===== config.mk =====
export PLATFORM = sky130hd
export DESIGN_NAME = nx_egress_scheduler
export DESIGN_NICKNAME = d
export VERILOG_FILES = /design/src/rtl/nx_pkg.sv /design/src/rtl/nx_stream_reg.sv /design/src/rtl/nx_egress_scheduler.sv
export SDC_FILE = /design/constraint.sdc
export NUM_CORES = 1
export LEC_CHECK = 0
export ABC_CLOCK_PERIOD_IN_PS = 2600
export BUFFER_PORTS_ARGS = -buffer_cell sky130_fd_sc_hd__buf_4
export CORE_MARGIN = 2
export CORE_UTILIZATION = 45
export CTS_BUF_LIST = sky130_fd_sc_hd__clkbuf_8
export CTS_CLUSTER_DIAMETER = 150
export DETAILED_ROUTE_END_ITERATION = 12
export PLACE_DENSITY = 0.83
export SYNTH_ARGS = -nofsm -noshare
export SYNTH_HDL_FRONTEND = slang
export SYNTH_HIERARCHICAL = 1
export SYNTH_SLANG_ARGS = --single-unit

===== constraint.sdc =====
create_clock -name clk_i -period 2.6 [get_ports clk_i]
set_input_delay 0.13 -clock clk_i [delete_from_list [all_inputs] [get_ports clk_i]]
set_output_delay 0.13 -clock clk_i [all_outputs]
set_load 0.02 [all_outputs]

===== src/rtl/nx_pkg.sv =====
// rtl/nx_pkg.sv - shared types for the node egress path
//
// Purpose: source identifiers used by the egress scheduler and its output slice.
package nx_pkg;

    typedef enum logic {
        SRC_BYPASS   = 1'b0,
        SRC_INTERNAL = 1'b1
    } nx_egress_src_t;

    localparam int NX_STAT_WIDTH = 32;

endpackage


===== src/rtl/nx_stream_reg.sv =====
// rtl/nx_stream_reg.sv - single-entry valid/ready register slice carrying data and source
//
// Purpose: registers one beat plus its source tag; accepts a new beat whenever it is
// empty or its current beat leaves in the same cycle, so one beat/cycle is sustained.
// Ports:
//   clk_i, rst_i                clock, synchronous active-high reset
//   in_data_i/in_src_i          incoming beat and its source
//   in_valid_i/in_ready_o       incoming handshake (in_ready_o is the can-load condition)
//   out_data_o/out_src_o        held beat and source
//   out_valid_o/out_ready_i     outgoing handshake
module nx_stream_reg
    import nx_pkg::*;
#(
    parameter int WIDTH = 32
) (
    input  logic             clk_i,
    input  logic             rst_i,
    input  logic [WIDTH-1:0] in_data_i,
    input  nx_egress_src_t   in_src_i,
    input  logic             in_valid_i,
    output logic             in_ready_o,
    output logic [WIDTH-1:0] out_data_o,
    output nx_egress_src_t   out_src_o,
    output logic             out_valid_o,
    input  logic             out_ready_i
);

    logic [WIDTH-1:0] data_q, data_d;
    nx_egress_src_t   src_q, src_d;
    logic             valid_q, valid_d;

    assign in_ready_o = !valid_q || out_ready_i;

    always_comb begin
        data_d  = data_q;
        src_d   = src_q;
        valid_d = valid_q;
        if (in_ready_o) begin
            // Either empty or draining this cycle: take whatever is offered.
            valid_d = in_valid_i;
            if (in_valid_i) begin
                data_d = in_data_i;
                src_d  = in_src_i;
            end
        end
    end

    always_ff @(posedge clk_i) begin
        if (rst_i) begin
            data_q  <= '0;
            src_q   <= SRC_BYPASS;
            valid_q <= 1'b0;
        end else begin
            data_q  <= data_d;
            src_q   <= src_d;
            valid_q <= valid_d;
        end
    end

    assign out_data_o  = data_q;
    assign out_src_o   = src_q;
    assign out_valid_o = valid_q;

endmodule


===== src/rtl/nx_egress_scheduler.sv =====
// rtl/nx_egress_scheduler.sv - weighted round-robin egress scheduler for bypass and internal traffic
//
// Purpose: merges bypass and internal message streams onto one registered output.
// While both sources wait, the current source keeps the grant for at most
// max(weight,1) consecutive beats before the other source takes over.
// Ports:
//   clk_i, rst_i                          clock, synchronous active-high reset
//   byp_data_i/byp_valid_i/byp_ready_o    bypass stream in
//   int_data_i/int_valid_i/int_ready_o    internal stream in
//   cfg_byp_weight_i/cfg_int_weight_i     burst limits (0 behaves as 1)
//   out_data_o/out_src_o/out_valid_o/out_ready_i  registered output stream
//   idle_o                                nothing held and nothing offered
// Optional (NX_EGRESS_SCHED_STATS_EN): stat_clear_i, stat_byp_o, stat_int_o
//   per-source accepted-beat counters.
module nx_egress_scheduler
    import nx_pkg::*;
#(
    parameter int STREAM_WIDTH = 32,
    parameter int WEIGHT_WIDTH = 4
) (
    input  logic                    clk_i,
    input  logic                    rst_i,
    input  logic [STREAM_WIDTH-1:0] byp_data_i,
    input  logic                    byp_valid_i,
    output logic                    byp_ready_o,
    input  logic [STREAM_WIDTH-1:0] int_data_i,
    input  logic                    int_valid_i,
    output logic                    int_ready_o,
    input  logic [WEIGHT_WIDTH-1:0] cfg_byp_weight_i,
    input  logic [WEIGHT_WIDTH-1:0] cfg_int_weight_i,
    output logic [STREAM_WIDTH-1:0] out_data_o,
    output logic                    out_src_o,
    output logic                    out_valid_o,
    input  logic                    out_ready_i,
`ifdef NX_EGRESS_SCHED_STATS_EN
    input  logic                    stat_clear_i,
    output logic [NX_STAT_WIDTH-1:0] stat_byp_o,
    output logic [NX_STAT_WIDTH-1:0] stat_int_o,
`endif
    output logic                    idle_o
);

    localparam logic [WEIGHT_WIDTH-1:0] CNT_MAX = '1;
    localparam logic [WEIGHT_WIDTH-1:0] CNT_ONE = WEIGHT_WIDTH'(1);

    nx_egress_src_t          cur_src_q, cur_src_d;
    logic [WEIGHT_WIDTH-1:0] count_q, count_d;

    logic [WEIGHT_WIDTH-1:0] eff_byp_w, eff_int_w, cur_w;
    nx_egress_src_t          sel_src, other_src;
    logic                    can_load, grant_ok, xfer;
    logic [STREAM_WIDTH-1:0] sel_data;
    nx_egress_src_t          out_src_e;

    assign eff_byp_w = (cfg_byp_weight_i == '0) ? CNT_ONE : cfg_byp_weight_i;
    assign eff_int_w = (cfg_int_weight_i == '0) ? CNT_ONE : cfg_int_weight_i;
    assign cur_w     = (cur_src_q == SRC_BYPASS) ? eff_byp_w : eff_int_w;
    assign other_src = (cur_src_q == SRC_BYPASS) ? SRC_INTERNAL : SRC_BYPASS;

    always_comb begin
        sel_src = cur_src_q;
        if (byp_valid_i && int_valid_i) begin
            sel_src = (count_q < cur_w) ? cur_src_q : other_src;
        end else if (byp_valid_i) begin
            sel_src = SRC_BYPASS;
        end else if (int_valid_i) begin
            sel_src = SRC_INTERNAL;
        end
    end

    // Readies are held low in reset so nothing is consumed that would be dropped.
    assign grant_ok    = can_load && !rst_i;
    assign byp_ready_o = grant_ok && byp_valid_i && (sel_src == SRC_BYPASS);
    assign int_ready_o = grant_ok && int_valid_i && (sel_src == SRC_INTERNAL);
    assign xfer        = byp_ready_o || int_ready_o;
    assign sel_data    = (sel_src == SRC_INTERNAL) ? int_data_i : byp_data_i;

    always_comb begin
        cur_src_d = cur_src_q;
        count_d   = count_q;
        if (xfer) begin
            if (sel_src == cur_src_q) begin
                count_d = (count_q == CNT_MAX) ? CNT_MAX : count_q + CNT_ONE;
            end else begin
                cur_src_d = sel_src;
                count_d   = CNT_ONE;
            end
        end
    end

    always_ff @(posedge clk_i) begin
        if (rst_i) begin
            cur_src_q <= SRC_BYPASS;
            count_q   <= '0;
        end else begin
            cur_src_q <= cur_src_d;
            count_q   <= count_d;
        end
    end

    nx_stream_reg #(
        .WIDTH (STREAM_WIDTH)
    ) u_out_reg (
        .clk_i       (clk_i),
        .rst_i       (rst_i),
        .in_data_i   (sel_data),
        .in_src_i    (sel_src),
        .in_valid_i  (xfer),
        .in_ready_o  (can_load),
        .out_data_o  (out_data_o),
        .out_src_o   (out_src_e),
        .out_valid_o (out_valid_o),
        .out_ready_i (out_ready_i)
    );

    assign out_src_o = out_src_e;
    assign idle_o    = !out_valid_o && !byp_valid_i && !int_valid_i;

`ifdef NX_EGRESS_SCHED_STATS_EN
    logic [NX_STAT_WIDTH-1:0] stat_byp_q, stat_byp_d;
    logic [NX_STAT_WIDTH-1:0] stat_int_q, stat_int_d;

    // Clear wins over a same-cycle increment.
    always_comb begin
        stat_byp_d = stat_byp_q + NX_STAT_WIDTH'(byp_ready_o);
        stat_int_d = stat_int_q + NX_STAT_WIDTH'(int_ready_o);
        if (stat_clear_i) begin
            stat_byp_d = '0;
            stat_int_d = '0;
        end
    end

    always_ff @(posedge clk_i) begin
        if (rst_i) begin
            stat_byp_q <= '0;
            stat_int_q <= '0;
        end else begin
            stat_byp_q <= stat_byp_d;
            stat_int_q <= stat_int_d;
        end
    end

    assign stat_byp_o = stat_byp_q;
    assign stat_int_o = stat_int_q;
`endif

endmodule

==> key figures <==
Pwr
  • Pleak: between 1.5 and 2 nW
  • VDD IR-drop max: about 260 µV
  • PD cells: approximately 450 nW/µm²
  • Final Total Pwr: approximately 1.7 mW

Die
  • Core area: ~5900 µm²
  • Starting Density: 45.9%
  • Die Wd: ~81 µm
  • Die Height: roughly 80 µm
  • Number of cell rows: 28
  • DIE AREA: between 6000 and 7000 µm²
  • IO Count: between 100 and 150

Yosys
  • Yosys top cell by area: dfxtp_1
  • Mapped Avg Cell Area: between 10 and 15 µm²
  • Post-Syn Instances: ~260
  • Sequential area share after synthesis: between 20% and 30%
  • Post-Syn Area: ~2700 µm²
  • Top cells by area, synth: dfxtp_1 29%, mux2_4 16%, a21bo_1 12%
  • Synthesized net count: ~340
  • Post-synth cell types: 38
  • Ys Warns: 6
  • Seq cells post-synth: 39
  • Top-area cell type share of the netlist area: 29.1%

Hold path
  • Hold EP: cur_src_q
  • Hold Path Depth: 3
  • Worst min path class: input pin to register
  • Min-delay src: int_valid_i

STA
  • Clock period minus final worst setup slack: 2.56 ns
  • RSZ-0062 raised after global routing: true
  • Worst slew pin tran: approximately 0.70 ns
  • Period utilisation layout: between 90% and 100%
  • Final WS setup: ~0.043 ns
  • Final Skew: 0.00915 ns
  • Final Hold Fails: 0
  • Worst slew margin: a little over half
  • Final setup vio count: 0
  • Final Max Slew Viols: 0
  • Fmax achieved: a little under 0.4 GHz

Detailed routing
  • DR vias: 2319
  • DRC: 0
  • Met3 Wirelength: about 430 µm
  • WL per Instance: between 10 and 15 µm
  • Wire length on met2: 3170 µm
  • WL met1: 2820 µm
  • Number of vias per cell: 5.28
  • Highest Signal Layer: met4
  • Detail Route Antenna Nets: 0
  • Initial DRC count: 71
  • WL final: around 6500 µm
  • Initial DRT Pass Iterations: 5

Finish
  • Nets@finish: approximately 440
  • ANT cells: 0
  • Layout cell share with drive strength beyond 1: approximately 58%
  • Finished Layout Cells: 439
  • Area Growth Syn to Fin: 38.4%

Placement
  • Placed insts: between 400 and 500
  • Pre-CTS WS: between 0.01 and 0.015 ns
  • I/O Buffers: 113
  • Post-DP HPWL: 4410 µm
  • Placer Congestion: 0.864

Worst setup path
  • Worst setup EP type: register
  • Reg2reg start: cur_src_q
  • Reg-to-reg endpoint: u_out_reg/out_data_o[10]
  • Kind of critical path: register to register
  • Worst Path Buf+Inv: 3
  • Critical Path Max Stage Delay: roughly 0.35 ns
  • Crit path required time: ~2.8 ns
  • Worst path slowest cell: dfxtp_2
  • R2R cell count: 12
  • Top cell by count, worst path: a21oi_2
  • Setup crit start kind: register
  • Worst EP arrival: roughly 2.7 ns
  • Crit-path cells: buf_6 -> mux2i_2 -> ha_1 -> a21oi_2 -> o21ai_2 -> o21a_1 -> o22a_2 -> buf_12 -> clkbuf_16 -> mux2_4 -> nand3_1 -> a21oi_2
  • Crit-path max FO: 9
  • Reg2reg setup slack: roughly 0.043 ns
  • Crit-path leading delay family: compound AO/OA/AOI/OAI gates

Global routing
  • Total Routing Usage GR: a little under a fifth
  • Global route overflow: 0
  • Initial antenna violation count: 0
  • Vias in the first global route: between 2000 and 2500
  • Pin count of the biggest net entering global routing: 72
  • First-pass GRT wire length: slightly below 10000 µm

Run status
  • Outcome: finished, final reports clean

Clocking
  • Clk buf depth: 2
  • Num CTS Buffers: 5
  • Clock Tree Root: clkbuf_8
  • Total clock sinks: 39
  • CTS H-tree depth: 2
  • Worst skew pair latency: roughly 0.29 ns
  • Clock transition at path regs: about 0.080 ns
  • CTS tree: done

Job
  • Max_cap viols: 0
-- report_power, final --
part	leakage (nW)	switching [mW]	internal, mW
combinational	1.30	0.261	0.338
clock	0.0453	0.219	0.184
sequential	0.320	0.0262	0.638
total	1.67	0.507	1.16
-- worst reg2reg max path, cell delays in order, from the launching register on --
cell and delay [ns]:
dfxtp_2 0.35, buf_6 0.12, mux2i_2 0.23, ha_1 0.29, a21oi_2 0.18, o21ai_2 0.10
o21a_1 0.18, o22a_2 0.22, buf_12 0.15, clkbuf_16 0.17, mux2_4 0.30, nand3_1 0.10
a21oi_2 0.06
-- state kept, by name, summed over array words and instances, names as in the netlist --
name / flops
u_out_reg/out_data_o: 32
u_out_reg/out_valid_o: 1
u_out_reg/out_src_o: 1
count_q: 4
cur_src_q: 1
-- cells in the final DEF (no fill, tap or decap), types with 2 or more instances in the layout --
master | synthesis | layout
buf_4 | 0 | 117
dfxtp_1 | 39 | 38
a21oi_2 | 33 | 34
a21bo_1 | 33 | 33
nand3_1 | 35 | 32
mux2_4 | 29 | 29
nor2_1 | 7 | 7
a31oi_1 | 5 | 5
clkbuf_8 | 0 | 5
mux2_2 | 4 | 4
nand2_1 | 4 | 4
a21oi_1 | 5 | 4
ha_1 | 4 | 4
buf_12 | 3 | 4
nor2b_1 | 3 | 3
inv_1 | 2 | 3
nor3_1 | 3 | 3
clkbuf_16 | 0 | 3
nand3_2 | 0 | 3
o21a_1 | 3 | 2
mux2i_1 | 3 | 2
nand2b_1 | 2 | 2
nand3b_1 | 2 | 2
-- area by class of cell --
type | instances | area, µm²
repair buffers | 125 | 1040
clock buffers | 5 | 68.8
flip-flops and latches | 39 | 782
fillers | 476 | 2130
well taps | 75 | 93.8
inverters | 2 | 7.51
clock inverters | 3 | 16.3
multi-input cells | 190 | 1710
-- Yosys cell counts --
cell type / instances
a221oi_4: 1
a21oi_2: 33
nor2_1: 7
a21o_1: 1
dfxtp_1: 39
ha_1: 4
o22a_1: 1
nor3_1: 3
nor2b_1: 3
o21bai_1: 1
o21ai_2: 1
buf_12: 3
a21bo_1: 33
nand2b_4: 1
and3_1: 1
o21a_1: 3
mux2_4: 29
a21boi_0: 1
nor4_1: 1
a21oi_1: 5
buf_6: 8
nand3b_1: 2
nand2b_1: 2
a31oi_1: 5
or3_1: 1
nand3_1: 35
buf_2: 9
inv_1: 2
a41oi_1: 1
buf_1: 1
o211a_1: 1
o31ai_1: 1
or3_4: 1
xor2_1: 1
mux2_2: 4
clkbuf_1: 5
nand2_1: 4
mux2i_1: 3
-- metrics by stage --
stage | instance area, µm² | TNS, ns | utilization, % | hold slack, ns
3_5_place_dp | 3500 | 0 | 59.9 | 0.524
5_1_grt | 3720 | -0.401 | 63.6 | 0.240
3_3_place_gp | 3500 | 0 | 59.9 | 0.507
4_1_cts | 3590 | 0 | 61.4 | 0.215
6_report | 3720 | 0 | 63.6 | 0.219
2_1_floorplan | 2690 | 0 | - | 0.202
-- metal layers --
layer / vias up / track usage [%]
met2: 76 / 31.3
met4: 0 / 4.58
met3: 6 / 5.56
met5: - / 0
li1: 1151 / -
met1: 1086 / 23.9
-- repair_timing --
action / CTS / global route
gates resized for setup: 0 / 8
buffers inserted: 0 / 2
endpoints found under the setup margin: 0 / 32
hold buffers: 0 / 0
-- worst max path at each step --
stage	from	end	slack (ns)	cells after the start
after global routing	cur_src_q	u_out_reg/out_data_o[10]	-0.03	12
after floorplan	cur_src_q	u_out_reg/out_data_o[20]	0.008	13
final	cur_src_q	u_out_reg/out_data_o[10]	0.04	12
after global placement	cur_src_q	u_out_reg/out_data_o[31]	0.13	11
after CTS	cur_src_q	u_out_reg/out_data_o[1]	0.008	11
after detailed placement	cur_src_q	u_out_reg/out_data_o[1]	0.01	11
-- cell families after synthesis --
group / share of synthesized area, %
xor+xnor: 0.326
buf+inv: 8.38
flops: 29.1
mux: 19.0
fa+ha+maj: 1.86
simple gates: 12.0
compound gates: 29.4
(Power assumes the default switching activity.)
